===== src/rtl/switch_pkg.sv =====
// Shared switch types: AXI-stream-with-dest source/sink structs, arbiter
// state encoding and the index-width helper used by every arbiter.
`ifndef AXIS_DEST_WIDTH
`define AXIS_DEST_WIDTH 4
`endif

package switch_pkg;

  localparam int AXIS_DATA_WIDTH = 32;

  // Forward (source-driven) half of an axis_d stream.
  typedef struct packed {
    logic [AXIS_DATA_WIDTH-1:0]  tdata;
    logic                        tvalid;
    logic                        tlast;
    logic [`AXIS_DEST_WIDTH-1:0] tdest;
  } axis_d_source_t;

  // Backward (sink-driven) half of an axis_d stream.
  typedef struct packed {
    logic tready;
  } axis_d_sink_t;

  typedef enum logic {
    IDLE  = 1'b0,
    GRANT = 1'b1
  } arb_state_e;

  // Width of a requester index; never narrower than one bit.
  function automatic int ARB_IDX_W(input int n);
    return (n > 1) ? $clog2(n) : 1;
  endfunction

endpackage


===== src/rtl/switch_egress_arbiter_rr_priority_sel.sv =====
// Rotating-priority encoder: picks the first asserted request at or after
// rr_ptr, wrapping modulo NUM_PORTS. Purely combinational and reusable.
module rr_priority_sel
  import switch_pkg::*;
#(
  parameter int NUM_PORTS = 4,
  parameter int IDX_W     = ARB_IDX_W(NUM_PORTS)
) (
  input  logic [NUM_PORTS-1:0] req,
  input  logic [IDX_W-1:0]     rr_ptr,
  output logic                 any,
  output logic [IDX_W-1:0]     idx
);

  logic [IDX_W-1:0] cand;

  // Scan from rr_ptr upward; the first hit wins and later hits are ignored.
  always_comb begin
    // NOTE: every output gets a default before the loop, so no path leaves
    // it unassigned and no latch is inferred.
    any  = 1'b0;
    idx  = '0;
    cand = '0;
    for (int k = 0; k < NUM_PORTS; k++) begin
      cand = IDX_W'((int'(rr_ptr) + k) % NUM_PORTS);
      if (!any && req[cand]) begin
        any = 1'b1;
        idx = cand;
      end
    end
  end

endmodule


===== src/rtl/switch_egress_arbiter.sv =====
// One egress port shared by NUM_PORTS ingress requesters. Round-robin grant
// held for a whole frame, combinational pass-through while granted, and a
// stalled grant is dropped after an idle timeout. Frame/abort statistics.
module switch_egress_arbiter
  import switch_pkg::*;
#(
  parameter int NUM_PORTS      = 4,
  parameter int PORT_ID        = 0,
  parameter int IDLE_CTR_WIDTH = 6,
  parameter int CNT_WIDTH      = 16
) (
  input  logic                                 clk,
  input  logic                                 reset,
  input  axis_d_source_t [NUM_PORTS-1:0]       ingress_source,
  output axis_d_sink_t   [NUM_PORTS-1:0]       ingress_sink,
  output axis_d_source_t                       egress_source,
  input  axis_d_sink_t                         egress_sink,
  output logic                                 grant_valid,
  output logic [ARB_IDX_W(NUM_PORTS)-1:0]      grant_idx,
  output logic                                 abort_pulse,
  output logic [CNT_WIDTH-1:0]                 frames_fwd,
  output logic [CNT_WIDTH-1:0]                 frames_abort
);

  localparam int                 IDX_W     = ARB_IDX_W(NUM_PORTS);
  localparam int                 DEST_W    = `AXIS_DEST_WIDTH;
  localparam logic [DEST_W-1:0]  PORT_DEST = DEST_W'(PORT_ID);
  localparam logic [IDX_W-1:0]   LAST_IDX  = IDX_W'(NUM_PORTS - 1);

  arb_state_e                r_state;
  logic [IDX_W-1:0]          r_rr_ptr;
  logic [IDX_W-1:0]          r_grant_idx;
  logic [IDLE_CTR_WIDTH-1:0] r_idle_ctr;
  logic [CNT_WIDTH-1:0]      r_frames_fwd;
  logic [CNT_WIDTH-1:0]      r_frames_abort;

  logic [NUM_PORTS-1:0]      w_req;
  logic                      w_any;
  logic [IDX_W-1:0]          w_sel_idx;
  logic                      w_granted;
  logic                      w_granted_valid;
  logic                      w_frame_end;
  logic                      w_timeout;
  logic                      w_release;
  logic [IDX_W-1:0]          w_next_ptr;

  // A requester competes only while it is valid and addressed to this egress.
  always_comb begin
    w_req = '0;
    for (int i = 0; i < NUM_PORTS; i++) begin
      w_req[i] = ingress_source[i].tvalid && (ingress_source[i].tdest == PORT_DEST);
    end
  end

  rr_priority_sel #(
    .NUM_PORTS (NUM_PORTS),
    .IDX_W     (IDX_W)
  ) u_sel (
    .req    (w_req),
    .rr_ptr (r_rr_ptr),
    .any    (w_any),
    .idx    (w_sel_idx)
  );

  // Pass the granted stream straight through; everyone else sees tready=0.
  always_comb begin
    egress_source = '0;
    ingress_sink  = '0;
    if (w_granted) begin
      egress_source                       = ingress_source[r_grant_idx];
      ingress_sink[r_grant_idx].tready    = egress_sink.tready;
    end
  end

  assign w_granted       = (r_state == GRANT);
  assign w_granted_valid = w_granted && ingress_source[r_grant_idx].tvalid;
  assign w_frame_end     = w_granted_valid && egress_sink.tready &&
                           ingress_source[r_grant_idx].tlast;
  // A tlast handshake in the same cycle as the timeout counts as forwarded.
  assign w_timeout       = w_granted && (r_idle_ctr == '1) && !w_frame_end;
  assign w_release       = w_frame_end || w_timeout;
  assign w_next_ptr      = (r_grant_idx == LAST_IDX) ? '0 : r_grant_idx + 1'b1;

  assign grant_valid  = w_granted;
  assign grant_idx    = r_grant_idx;
  assign abort_pulse  = w_timeout;
  assign frames_fwd   = r_frames_fwd;
  assign frames_abort = r_frames_abort;

  // Grant FSM: lock onto the selected requester until tlast or timeout;
  // the IDLE cycle after a release is the mandatory bubble.
  always_ff @(posedge clk) begin
    // NOTE: state is updated with non-blocking assignments so every flop
    // samples pre-edge values regardless of statement order.
    if (reset) begin
      r_state     <= IDLE;
      r_rr_ptr    <= '0;
      r_grant_idx <= '0;
    end else begin
      case (r_state)
        IDLE: begin
          if (w_any) begin
            r_grant_idx <= w_sel_idx;
            r_state     <= GRANT;
          end
        end
        GRANT: begin
          if (w_release) begin
            r_state  <= IDLE;
            r_rr_ptr <= w_next_ptr;
          end
        end
        default: r_state <= IDLE;
      endcase
    end
  end

  // Count consecutive cycles the granted requester leaves tvalid low.
  always_ff @(posedge clk) begin
    if (reset) begin
      r_idle_ctr <= '0;
    end else if (!w_granted || w_release || w_granted_valid) begin
      r_idle_ctr <= '0;
    end else begin
      r_idle_ctr <= r_idle_ctr + 1'b1;
    end
  end

  // Saturating frame statistics.
  always_ff @(posedge clk) begin
    if (reset) begin
      r_frames_fwd   <= '0;
      r_frames_abort <= '0;
    end else begin
      if (w_frame_end && (r_frames_fwd != '1)) begin
        r_frames_fwd <= r_frames_fwd + 1'b1;
      end
      if (w_timeout && (r_frames_abort != '1)) begin
        r_frames_abort <= r_frames_abort + 1'b1;
      end
    end
  end

endmodule


===== config.mk =====
export PLATFORM = sky130hd
export DESIGN_NAME = switch_egress_arbiter
export DESIGN_NICKNAME = d
export VERILOG_FILES = /design/src/rtl/switch_pkg.sv /design/src/rtl/switch_egress_arbiter_rr_priority_sel.sv /design/src/rtl/switch_egress_arbiter.sv
export SDC_FILE = /design/constraint.sdc
export NUM_CORES = 1
export LEC_CHECK = 0
export CAP_MARGIN = 5
export CORE_ASPECT_RATIO = 0.7
export CORE_MARGIN = 2
export CORE_UTILIZATION = 36
export CTS_CLUSTER_DIAMETER = 60
export DETAILED_ROUTE_END_ITERATION = 10
export PLACE_DENSITY = 0.82
export SKIP_CTS_REPAIR_TIMING = 1
export SLEW_MARGIN = 5
export SYNTH_ARGS = -nofsm -noshare
export SYNTH_HDL_FRONTEND = slang
export SYNTH_SLANG_ARGS = --single-unit

===== constraint.sdc =====
create_clock -name clk -period 2.5 [get_ports clk]
set_input_delay 0.375 -clock clk [delete_from_list [all_inputs] [get_ports clk]]
set_output_delay 0.375 -clock clk [all_outputs]
set_load 0.005 [all_outputs]

==> results of run 1 <==
## Yosys cell counts, types with 2 or more instances
cell / instances / share of area (%)
inv_1: 7 / 0.79
xor2_1: 7 / 1.8
o21ai_0: 8 / 1.2
dfxtp_1: 43 / 26
mux4_2: 38 / 26
nor4_1: 12 / 2.2
nor2_1: 40 / 4.5
or3_1: 6 / 1.1
nor4b_1: 3 / 0.79
and3_1: 7 / 1.3
nor3_1: 8 / 1.2
or2_2: 3 / 0.56
buf_2: 7 / 1.0
clkbuf_1: 12 / 1.3
nand2_1: 18 / 2.0
nand4_1: 12 / 2.2
nand3_1: 13 / 1.9
buf_1: 2 / 0.22
ha_1: 7 / 2.6
and2_1: 39 / 7.3
a21oi_1: 12 / 1.8
or4_1: 5 / 1.1
mux2i_1: 2 / 0.60
xnor2_1: 19 / 5.0
nor2b_1: 2 / 0.37
## per-stage QoR
step	setup TNS [ns]	power, mW	cells	setup slack [ns]	cell area, um^2
floorplan	0	0.818	351	0.299	3340
finish	0	1.86	710	0.0667	6090
global placement	-0.00855	1.14	700	-0.00855	5860
global route	-0.0116	1.92	710	-0.0116	6090
CTS	-1.24	1.87	707	-0.0990	6020
detailed placement	-0.0166	1.15	700	-0.0166	5860
## area by class of cell
type,count,area (um^2),area share (%)
Clock buffer,6,129,2.12
Clock inverter,1,30.0,0.493
Inverter,7,26.3,0.432
Multi-Input combinational cell,279,2360,38.7
Sequential cell,43,866,14.2
Tap cell,124,155,2.55
Timing Repair Buffer,250,2520,41.5
## state kept, by name (all words and copies together), names as in the netlist
name / flops
grant_idx: 2
grant_valid: 1
r_idle_ctr: 6
frames_abort: 16
frames_fwd: 16
r_rr_ptr: 2
## metal layers
layer,global-route usage [%],share of wire [%],vias up
met5,0,0,-
met4,4.11,0.85,0
met3,6.18,7.1,8
met2,46.8,52,162
met1,31.5,40,1823
li1,-,-,1772
## power breakdown
part	switching (mW)	leakage, nW	internal, mW
logic	0.122	1.75	0.327
clock network	0.250	0.0769	0.466
registers	0.00284	0.348	0.686
total	0.376	2.17	1.48
## critical path, delay by kind of cell
family / cells / cell delay, ns
buf+inv: 3 / 1.04
mux: 1 / 0.50
simple gates: 1 / 0.15
## path summary, 6_finish.rpt
path | start | end | slack (ns)
worst max-delay path | ingress_source[81] | egress_source[5] | 0.07
worst min-delay path | r_idle_ctr[0] | r_idle_ctr[0] | 0.45
worst max register to register | grant_idx[0] | frames_abort[1] | 0.26
worst min register to register | r_idle_ctr[0] | r_idle_ctr[0] | 0.45
## logic make-up (layout without fill, tap and decap cells)
| logic type | count (synthesis) | count (layout) | share of synthesized area (%) |
|---|---|---|---|
| and+or+nand+nor | 178 | 178 | 29.7 |
| xor gates and xnor gates | 26 | 26 | 6.82 |
| buffers and inverters | 29 | 264 | 3.56 |
| adders and majority gates | 7 | 7 | 2.62 |
| AOI/OAI and AO/OA | 27 | 27 | 4.95 |
| DFF | 43 | 43 | 25.8 |
| muxes | 41 | 41 | 26.6 |
==> qor.txt, run 1 <==
Gate Count Post-Synth -> 351
Mapped Area -> 0.00334 mm^2
TritonCTS Sinks -> 43
Mean Syn Cell Area -> 9.51 um^2
Setup Skew -> 0.00808 ns
CP Capture Type -> output pin
placer congestion estimate -> 0.898
starting density of the core -> 36.9%
pwr dens -> 305 mW/mm^2
later-pin clock latency in the skew report -> 0.28 ns
CP max stage cell -> mux4_2
startpoint types -> input port
Max Cap Violations -> 0
Nets -> 748
Die Y -> 84.6 um
leakage power -> 2.17 nW
final WL -> 13.6 mm
largest net degree at the start of global routing -> 48
Via-to-Cell Ratio -> 5.30
most frequent cells in the layout -> clkdlybuf4s50_1, dfxtp_1, nor2_1
CTS Buffer Depth -> 2
ANT nets after route -> 0
CP cell instances -> clkdlybuf4s50_1, mux4_2, buf_4, and2_1, clkdlybuf4s50_1
Worst R2R Path Depth -> 8
Slew Limit Headroom -> 68.4%
Util after Layout -> 67.4%
most common cell after layout, fill and taps aside -> clkdlybuf4s50_1
# rows -> 29
ys flop type -> dfxtp_1
Hold WC Path Type -> register to register
vias in the first global route -> 3740
Synth warnings -> 0
Top Ports -> 233
arrival time worst endpoint -> 2.06 ns
gr ovfl total -> 0
Post-synth EDFFs -> 0
width of the die -> 119 um
DRC Markers -> 0
cell mode on critical path -> clkdlybuf4s50_1
Die ar. -> 0.0101 mm^2
initial DRC count -> 216
hold_ws -> 0.451 ns
post-synthesis register bit count -> 43
gr usage total -> 25.7%
fin crit period -> 2.43 ns
fillers -> 701
share of cells above drive strength 1 -> 12.5%
crit-path max FO -> 2
htree depth -> 2
hold path cells -> 1
RSZ-0062 raised after global routing -> yes
status -> complete, no violations
hpwl dp -> 11.0 mm
initial antenna violation count -> 0
library cells used by synthesis -> 44
Achievable Freq -> 0.411 GHz
via count -> 3765
CP max stage delay -> 0.50 ns
P&R area growth vs syn -> 82.4%
Max IR drop VDD -> 0.298 mV
final hold vios -> 0
final worst path period share -> 97.3%
CTS Buf Count -> 5
first-pass GRT wire length -> 20.3 mm
WS Path Type -> input port to output pin
post-synthesis sequential area ratio -> 25.8%
clk root buf -> clkbuf_16
final count of pins violating max slew -> 0
Setup violations, final -> 0
buffers added on ports -> 232
DR pass1 iterations -> 4
Worst Path Required -> 2.12 ns
CTS tree -> done
CORE AREA -> 0.00903 mm^2
Async S/R FF share, synth -> 0%
post-synth net total -> 513
clk slew on worst S/H paths -> 0.06 ns
WL/cell -> 19.1 um
Antenna diodes -> 0
slew of the pin with the lowest slew margin -> 0.470 ns
No activity file was read; power rests on OpenSTA's default activity.
==> inputs of run 2 (changes only) <==
--- a/config.mk
+++ b/config.mk
@@ -6,7 +6,7 @@
 export NUM_CORES = 1
 export LEC_CHECK = 0
 export CAP_MARGIN = 5
-export CORE_ASPECT_RATIO = 0.7
+export CORE_ASPECT_RATIO = 0.6
 export CORE_MARGIN = 2
 export CORE_UTILIZATION = 36
 export CTS_CLUSTER_DIAMETER = 60
@@ -17,3 +17,4 @@
 export SYNTH_ARGS = -nofsm -noshare
 export SYNTH_HDL_FRONTEND = slang
 export SYNTH_SLANG_ARGS = --single-unit
+export TNS_END_PERCENT = 100
==> run 2 against run 1 <==
Global-route usage down 0.22 points. Highest routed layer unchanged. Hold slack improved by 0.033 ns. Register-to-register slack worse by 0.14 ns. Via count increased by 2.8%. Clock power down 7.4%. Setup slack lost 0.044 ns. Non-clock buffer count grew 4. Design area rose by 0.53%. Fmax fell by 1.8%. Sequential share of layout area down 0.076 points. Critical path type is now register to output pin. Sequential cell count unchanged.
==> qor.txt, run 2 (synthesis results as in run 1) <==
hold_sp -> r_idle_ctr[0]
pwr dens -> 295 mW/mm^2
hold_ws -> 0.485 ns
final count of pins violating max slew -> 0
CORE AREA -> 0.00909 mm^2
gr ovfl total -> 0
Setup violations, final -> 0
first-pass GRT wire length -> 19.8 mm
CP Capture Type -> output pin
Placed Cells -> 691
starting density of the core -> 36.7%
clk slew on worst S/H paths -> 0.06 ns
Die ar. -> 0.0101 mm^2
gr usage total -> 25.5%
WL/cell -> 19.6 um
later-pin clock latency in the skew report -> 0.28 ns
met3 GRT Util -> 5.66%
hold path cells -> 1
hpwl dp -> 11.1 mm
via count -> 3869
WS Path Type -> register to output pin
buffers added on ports -> 232
Slew Limit Headroom -> 63.1%
Worst R2R Path Depth -> 7
Buf+Inv Stages, Crit Path -> 3
Util after Layout -> 67.4%
status -> complete, no violations
RSZ-0062 raised after global routing -> yes
final hold vios -> 0
startpoint types -> register
width of the die -> 128 um
TritonCTS Sinks -> 43
grt met2 use -> 43.0%
DRC Markers -> 0
placer congestion estimate -> 0.957
slew of the pin with the lowest slew margin -> 0.548 ns
Reg2Reg Capture Point -> frames_abort[15]
Crit path max-delay family -> buffers and inverters
final worst path period share -> 99.1%
reg2reg setup slack -> 0.12 ns
setup TNS -> 0 ns
htree depth -> 2
multi-input combinational cell area -> 0.00237 mm^2
Via-to-Cell Ratio -> 5.47
GR Layer Usage met1 -> 33.0%
# rows -> 27
Worst Path Required -> 2.12 ns
Achievable Freq -> 0.404 GHz
Antenna diodes -> 0
initial DRC count -> 244
Setup Skew -> 0.00646 ns
clk root buf -> clkbuf_16
Top Ports -> 233
DR pass1 iterations -> 5
CP max stage cell -> mux4_2
grt peak-use layer -> met2
Hold WC Path Type -> register to register
crit-path max FO -> 6
fillers -> 717
Nets -> 752
Die Y -> 78.6 um
leakage power -> 2.11 nW
CTS tree -> done
fin crit period -> 2.48 ns
CP cell instances -> buf_6, buf_4, mux4_2, and2_1, clkdlybuf4s50_1
share of cells above drive strength 1 -> 13.7%
final std cells w/o fill -> 707
P&R area growth vs syn -> 83.4%
CP max stage delay -> 0.48 ns
Max Cap Violations -> 0
largest net degree at the start of global routing -> 48
most common cell after layout, fill and taps aside -> clkdlybuf4s50_1
arrival time worst endpoint -> 2.10 ns
Pwr Total -> 1.81 mW
ANT nets after route -> 0
initial antenna violation count -> 0
most frequent cells in the layout -> clkdlybuf4s50_1, dfxtp_1, and2_1, nor2_1, mux4_2
vias in the first global route -> 3708
CTS Buffer Depth -> 2
Hold Path End -> r_idle_ctr[0]
CTS Buf Count -> 5
R2R Path Start -> grant_idx[0]
sequential cell area -> 866 um^2
Max IR drop VDD -> 0.268 mV
final WL -> 13.9 mm
==> run 2: worst reg2reg max path, delay by kind of cell, from the launching register on <==
family | cells | cell delay (ns)
simple gates | 3 | 0.75
flops | 1 | 0.42
buf+inv | 2 | 0.41
mux | 1 | 0.54
compound gates | 1 | 0.18
==> run 2: routing by layer <==
layer | share of wire, % | routed length (um) | up-vias
met5 | 0 | 0 | -
met4 | 2.7 | 381 | 0
met3 | 7.4 | 1030 | 35
met2 | 50 | 6880 | 195
met1 | 40 | 5590 | 1859
li1 | - | - | 1780
==> run 2: area by class of cell <==
| cell class | count | area share [%] |
|---|---|---|
| Clock buffer | 6 | 2.27 |
| Multi-Input combinational cell | 279 | 38.7 |
| Tap cell | 116 | 2.37 |
| Sequential cell | 43 | 14.1 |
| Inverter | 7 | 0.429 |
| Timing Repair Buffer | 254 | 41.9 |
| Clock inverter | 2 | 0.266 |
==> run 2: per-stage QoR <==
step                worst slack (ns)  instance area (um^2)
floorplan                      0.299                  3340
global placement             -0.0816                  5850
detailed placement            -0.116                  5850
CTS                           -0.123                  6000
global route                 -0.0258                  6120
finish                        0.0226                  6120
==> run 2: where the power goes <==
group	switching, mW	total, mW	internal (mW)
Clock	0.264	0.663	0.399
Sequential	0.00282	0.689	0.686
Combinational	0.125	0.453	0.328
==> run 2: how the worst max path moves through the flow <==
stage | start | end | slack [ns] | cells after the start
floorplan | grant_idx[0] | egress_source[19] | 0.30 | 5
global placement | ingress_source[80] | frames_abort[7] | -0.08 | 7
detailed placement | ingress_source[80] | frames_abort[15] | -0.12 | 7
CTS | grant_idx[0] | abort_pulse | -0.12 | 5
global route | grant_idx[0] | egress_source[14] | -0.03 | 5
finish | grant_idx[0] | egress_source[14] | 0.02 | 5
